## config.mk

```make
export PLATFORM = sky130hd
export DESIGN_NAME = button_event_decoder
export DESIGN_NICKNAME = d
export VERILOG_FILES = /design/src/rtl/button_event_pkg.sv /design/src/rtl/button_event_decoder.sv
export SDC_FILE = /design/constraint.sdc
export NUM_CORES = 1
export LEC_CHECK = 0
export ABC_AREA = 1
export BUFFER_PORTS_ARGS = -buffer_cell sky130_fd_sc_hd__buf_2
export CORE_MARGIN = 1.5
export CORE_UTILIZATION = 45
export CTS_BUF_LIST = sky130_fd_sc_hd__clkbuf_8
export CTS_CLUSTER_DIAMETER = 120
export DETAILED_ROUTE_END_ITERATION = 16
export PLACE_DENSITY = 0.74
export SLEW_MARGIN = 20
export SYNTH_ARGS = -nofsm -noshare
export SYNTH_HDL_FRONTEND = slang
export SYNTH_SLANG_ARGS = --single-unit
```

## constraint.sdc

```tcl
create_clock -name i_clk -period 4 [get_ports i_clk]
set_input_delay 0.8 -clock i_clk [delete_from_list [all_inputs] [get_ports i_clk]]
set_output_delay 0.8 -clock i_clk [all_outputs]
set_load 0.02 [all_outputs]
```

## src/rtl/button_event_pkg.sv

```systemverilog
// Shared types and defaults for the button event decoder and its bench.
// The state enum is exported so the debug state port has a readable type.
package button_event_pkg;

   typedef enum logic [2:0] {
      IDLE,
      PRESSED,
      LONG_HELD,
      WAIT_GAP,
      PRESSED2
   } state_t;

   localparam int DEFAULT_LONG_PRESS_LIMIT   = 8;
   localparam int DEFAULT_DOUBLE_CLICK_LIMIT = 6;

   function automatic int max_int(input int a, input int b);
      return (a > b) ? a : b;
   endfunction

endpackage

```

## src/rtl/button_event_decoder.sv

```systemverilog
// Decodes a clean, synchronous button level into single-cycle press, release,
// long-press and double-click pulses plus a registered held level.
module button_event_decoder
   import button_event_pkg::*;
#(
   parameter int LONG_PRESS_LIMIT   = DEFAULT_LONG_PRESS_LIMIT,
   parameter int DOUBLE_CLICK_LIMIT = DEFAULT_DOUBLE_CLICK_LIMIT
) (
   input  logic   i_clk,
   input  logic   i_rst_n,
   input  logic   i_debounced,
   output logic   o_press,
   output logic   o_release,
   output logic   o_long_press,
   output logic   o_double_click,
   output logic   o_held,
   output state_t o_state
);

   localparam int CNT_W = $clog2(max_int(LONG_PRESS_LIMIT, DOUBLE_CLICK_LIMIT) + 1);

   // cnt holds high samples seen in a press, or low samples seen in the gap.
   localparam logic [CNT_W-1:0] CNT_ONE   = CNT_W'(1);
   localparam logic [CNT_W-1:0] LONG_LAST = CNT_W'(LONG_PRESS_LIMIT - 1);
   localparam logic [CNT_W-1:0] GAP_LAST  = CNT_W'(DOUBLE_CLICK_LIMIT);

   state_t           state, state_nxt;
   logic [CNT_W-1:0] cnt, cnt_nxt;
   logic             press_nxt, release_nxt, long_nxt, dc_nxt, held_nxt;

   always_ff @(posedge i_clk or negedge i_rst_n) begin
      if (!i_rst_n) begin
         state          <= IDLE;
         cnt            <= '0;
         o_press        <= 1'b0;
         o_release      <= 1'b0;
         o_long_press   <= 1'b0;
         o_double_click <= 1'b0;
         o_held         <= 1'b0;
      end else begin
         state          <= state_nxt;
         cnt            <= cnt_nxt;
         o_press        <= press_nxt;
         o_release      <= release_nxt;
         o_long_press   <= long_nxt;
         o_double_click <= dc_nxt;
         o_held         <= held_nxt;
      end
   end

   always_comb begin
      state_nxt   = state;
      cnt_nxt     = cnt;
      press_nxt   = 1'b0;
      release_nxt = 1'b0;
      long_nxt    = 1'b0;
      dc_nxt      = 1'b0;
      case (state)
         IDLE: begin
            if (i_debounced) begin
               press_nxt = 1'b1;
               cnt_nxt   = CNT_ONE;
               state_nxt = PRESSED;
            end
         end
         PRESSED, PRESSED2: begin
            if (i_debounced) begin
               if (cnt == LONG_LAST) begin
                  long_nxt  = 1'b1;
                  state_nxt = LONG_HELD;
               end else begin
                  cnt_nxt = cnt + CNT_ONE;
               end
            end else begin
               // Only a first short press opens the double-click window.
               release_nxt = 1'b1;
               cnt_nxt     = CNT_ONE;
               state_nxt   = (state == PRESSED) ? WAIT_GAP : IDLE;
            end
         end
         LONG_HELD: begin
            if (!i_debounced) begin
               release_nxt = 1'b1;
               state_nxt   = IDLE;
            end
         end
         WAIT_GAP: begin
            if (i_debounced) begin
               press_nxt = 1'b1;
               dc_nxt    = 1'b1;
               cnt_nxt   = CNT_ONE;
               state_nxt = PRESSED2;
            end else if (cnt == GAP_LAST) begin
               state_nxt = IDLE;
            end else begin
               cnt_nxt = cnt + CNT_ONE;
            end
         end
         default: state_nxt = IDLE;
      endcase
      held_nxt = (state_nxt == PRESSED) || (state_nxt == PRESSED2) ||
                 (state_nxt == LONG_HELD);
   end

   assign o_state = state;

endmodule

```

# Yosys cells after proc, flatten, opt, wreduce, memory -nomap -nowiden
# Index checks and enable logic that the tools add are counted.
# Widths: inputs -> output; s select.
[totals]
latchBits = 0
mem_bits_ro = 0
memories = 0
reg_bits = 12
out_inout_bits = 8
wordCells = 50
input_bits = 3
mem_bits_rw = 0
[classes]
eq_ne = 12
addsub = 1
bitwise_logic = 0
n_mux = 22
reduce_logical = 8
n_mul = 0
n_div = 0
n_shift = 0
magnitude_cmp = 0
[ops]
columns = ["operator", "n"]
rows = [
  ["$mux 4", 5],
  ["$mux 3", 6],
  ["$pmux 3 s4", 1],
  ["$pmux 4 s3", 1],
  ["$eq 3x2->1 const B", 3],
  ["$eq 4x3->1 const B", 2],
  ["$mux 1", 8],
  ["$eq 3x1->1 const B", 2],
  ["$eq 3x3->1 const B", 2],
  ["$ne 3x3->1 const B", 2],
  ["$add 4x1->4 const B", 1],
  ["$reduce_and 4->1", 1],
  ["$reduce_or 2->1", 2],
  ["$logic_not 3->1", 1],
  ["$reduce_bool 3->1", 1],
  ["$reduce_or 3->1", 1],
  ["$logic_or 1x1->1", 2],
  ["$mux 2", 1],
  ["$ne 2x2->1 const B", 1],
]

# Depth between registers and ports, before layout
[depth]
word_depth = 7
depth_mapped = 10
depth_no_buf = 10

# Worst setup path before layout
# Ideal clock, no wire load.
[synth_path]
path_type = "in2reg"
start = "in i_debounced"
end = "reg cnt[1]"
t_arrival_ns = 1.453
slack_ns = 2.429
required_time_ns = 3.882
setup_time_ns = 0.118
path_buffers = 0
path_stages = 7
path_cell_list = "clkinv_1 -> nand3_1 -> nand2_1 -> nor2_4 -> inv_2 -> nand2_1 -> nand2_1"
[synth_via]
elab_chain_len = 2
word_cells_on_any_way = 7
cone_classes = "eq/ne: 3; mux: 3; reduce/logical: 1"
[synth_rtl]
columns = ["item", "line", "rtl"]
rows = [
  ["start: declaration", "button_event_decoder.sv:11", "input logic i_debounced,"],
  ["$ne 3x3->1 (no line), or another cell as far along", "n/a", ""],
  ["$reduce_and 4->1 (no line) / $pmux 4 s3 (equally long branches)", "n/a", ""],
  ["end signal: assignment", "button_event_decoder.sv:42", "cnt <= cnt_nxt;"],
  ["end: declaration", "button_event_decoder.sv:28", "logic [CNT_W-1:0] cnt, cnt_nxt;"],
]
# Parallel ways exist; a longest one is shown, timed or not.
# A chain may end at the register's enable or synchronous reset.

# Worst setup path in the final report
# Ends and elaborated chain as after synthesis.

==> run_results.csv <==
group,metric,value,unit
pwr,pwr-share-comb,0.471,
pwr,ir_worst_vdd,0.367,mV
cells_and_area,num_antenna_cells,0,
die,ioPinCount,11,
detailed_routing,drt-pass1-iter-count,4,
worst_setup_path,critPathMaxStageDelay,260,ps
worst_setup_path,cp_max_fo,11,
worst_setup_path,cp-start-kind,"input pin",
synth,seq_area_frac_synth,0.417,
cells_and_area,n_fill_cell,150,
die,die_h,43.0,µm
pwr,power.internal,0.337,mW
placed_design,pre_cts_slack,2040,ps
pwr,p_seq_frac,0.318,
global_routing,grt_pass1_wl,2620,µm
synth,yosysTopAreaCellShare,0.417,
synth,async_flop_share,1.00,
clocking,cts_root_buf,"clkbuf_8",
sta,finalSetupTns,0,ps
pwr,p_leak,0.497,nW
sta,min_period,1720,ps
synth,synth_edf_count,0,
sta,fin_crit_sh,0.429,
flow_run,cap_violations,0,
pwr,power.switching,0.277,mW
sta,relSlewSlack,0.823,
synth,postSynthCellCount,100,
synth,synthFlopType,"dfrtp_1",
worst_setup_path,r2r_slack,2510,ps
sta,fin_skew,1.60,ps
placed_design,post-dp-hpwl,1140,µm
synth,syn_nets,105,
clocking,cts.repair.resized,0,
die,initial_core_util,0.478,
worst_setup_path,critPathRequiredTime,4130,ps
cells_and_area,postLayoutCellArea,831,µm²
clocking,postCtsSetupBuffers,0,
synth,syn_area,719,µm²
detailed_routing,wl_per_cell,11.5,µm
clocking,ctsLongestPathBuffers,2,
detailed_routing,drt_iter0_drc,18,
worst_setup_path,cp-end-kind,"flip-flop",
synth,synth_area_leaders,"dfrtp_1 (42%), nand2_1 (16%), nand3_1 (8.3%), inv_1 (6.3%), nor2_1 (4.7%)",
placed_design,placed_area,776,µm²
placed_design,io_buffer_count,10,
pwr,clock_power_share,0.211,
worst_setup_path,path_class,"in2reg",
pwr,powerDensity,739,nW/µm²
clocking,clkLatencyLatePin,240,ps
die,die_area,1850,µm²
worst_setup_path,cp_cell_sequence,"buf_2 -> clkinv_1 -> nand3_1 -> nand2_1 -> nor2_4 -> inv_2 -> nand2_1 -> nand2_1",
die,num_rows,14,
clocking,htreeDepth,1,
synth,synth-seq-cells,12,
clocking,cts_tree,"done",
status,status,"complete, no violations",
detailed_routing,vias_per_cell,5.46,
pwr,p_total,0.614,mW
clocking,postCtsHoldBufs,0,
worst_setup_path,crit_slowest_cell,"clkinv_1",
sta,hold_viol_final,0,
pwr,p_sw_frac,0.451,
cells_and_area,drive_gt1_frac,0.177,
clocking,cts_inserted_buffers,3,
sta,fin_ws,2280,ps
synth,synth_warnings,0,
detailed_routing,routed_wl,1480,µm
synth,avgSynthCellArea,7.19,µm²
detailed_routing,postRouteAntennaNets,0,
global_routing,antenna_found_initial,0,
die,die_w,43.0,µm
worst_setup_path,cp.arrival,1850,ps
sta,rsz0062_at_grt,"false",
min_path,min_path_type,"in2async",
synth,yosysMostFrequentCell,"nand2_1",
detailed_routing,vias,704,
global_routing,grt_max_degree,13,
sta,worst-slew-pin-transition,263,ps
sta,setup_viol,0,
global_routing,grt_pass1_vias,607,
sta,drv_slew,0,
synth,yosys.area.top_type,"dfrtp_1",
detailed_routing,drcViolationCount,0,
cells_and_area,syn2layout_area_growth,15.5,%
clocking,clock-sinks,12,
clocking,cts.reportedPaths.clkPinSlew,50,ps
sta,fmax,0.582,GHz
synth,yosysUniqueCellTypes,19,
global_routing,grt_overflow,0,
cells_and_area,nets,119,
worst_setup_path,cpMostUsedCell,"nand2_1",
die,coreArea,1510,µm²
placed_design,place_congestion,0.964,
global_routing,grt_usage,0.191,
synth,synthTopCellsByCount,"nand2_1 (30), dfrtp_1 (12), inv_1 (12), nand3_1 (12), nor2_1 (9)",
registers in the layout, summed over array words and instances (netlist names):
signal          count
o_state             3
cnt                 4
o_held              1
o_long_press        1
o_press             1
o_release           1
o_double_click      1
layout by cell type, fill, tap and decap left out, types with 4 or more instances in the layout:
cell	instances
nand4_1	4
buf_2	10
clkbuf_8	4
nand3_1	12
inv_1	12
o21ai_0	4
dfrtp_1	12
nand2_1	30
nor2_1	9
metrics by stage:
step / utilization / hold WS [ps] / instances
2_1_floorplan: - / 504 / 100
3_3_place_gp: 0.515 / 551 / 125
3_5_place_dp: 0.515 / 558 / 125
4_1_cts: 0.551 / 429 / 129
5_1_grt: 0.551 / 447 / 129
6_report: 0.551 / 424 / 129
final cells by class:
class	instances	area, µm²	area share
clock buffer	4	55.1	0.0663
inverter	14	52.6	0.0633
multi-input combinational	73	353	0.425
sequential	12	300	0.361
tap	16	20.0	0.0241
timing repair buffer	10	50.0	0.0602
worst max-delay path: cells and delay by family:
kind | cells | cell delay, ps
simple gates | 5 | 530
buf+inv | 3 | 510
final timing paths:
check                                  from        endpoint  depth (start not counted)
worst min register to register       cnt[1]          cnt[1]                          2
min in group i_clk                   cnt[1]          cnt[1]                          2
max in group asynchronous           i_rst_n         o_press                          1
worst max-delay path            i_debounced          cnt[1]                          8
worst max register to register       cnt[0]          cnt[1]                          9
worst min-delay path                i_rst_n  o_double_click                          1
power by group through the flow:
stage | clock (mW) | combinational [mW] | sequential [mW]
global placement | 0 | 0.283 | 0.195
floorplan | 0 | 0.186 | 0.223
CTS | 0.134 | 0.290 | 0.194
global route | 0.138 | 0.327 | 0.200
finish | 0.130 | 0.289 | 0.195
detailed placement | 0 | 0.287 | 0.196
cells by family after synthesis:
family / share of synthesized area
compound gates: 0.0643
xor+xnor: 0.0122
fa+ha+maj: 0.0348
buf+inv: 0.0922
flops: 0.417
simple gates: 0.379
routing by layer:
layer	share of wire	global-route usage	vias to the layer above
met2	0.47	0.276	25
met3	0.064	0.0383	4
met5	0	0	-
met1	0.45	0.271	330
li1	-	-	345
met4	0.020	0.0909	0
Power figures use the tool's default switching activity.
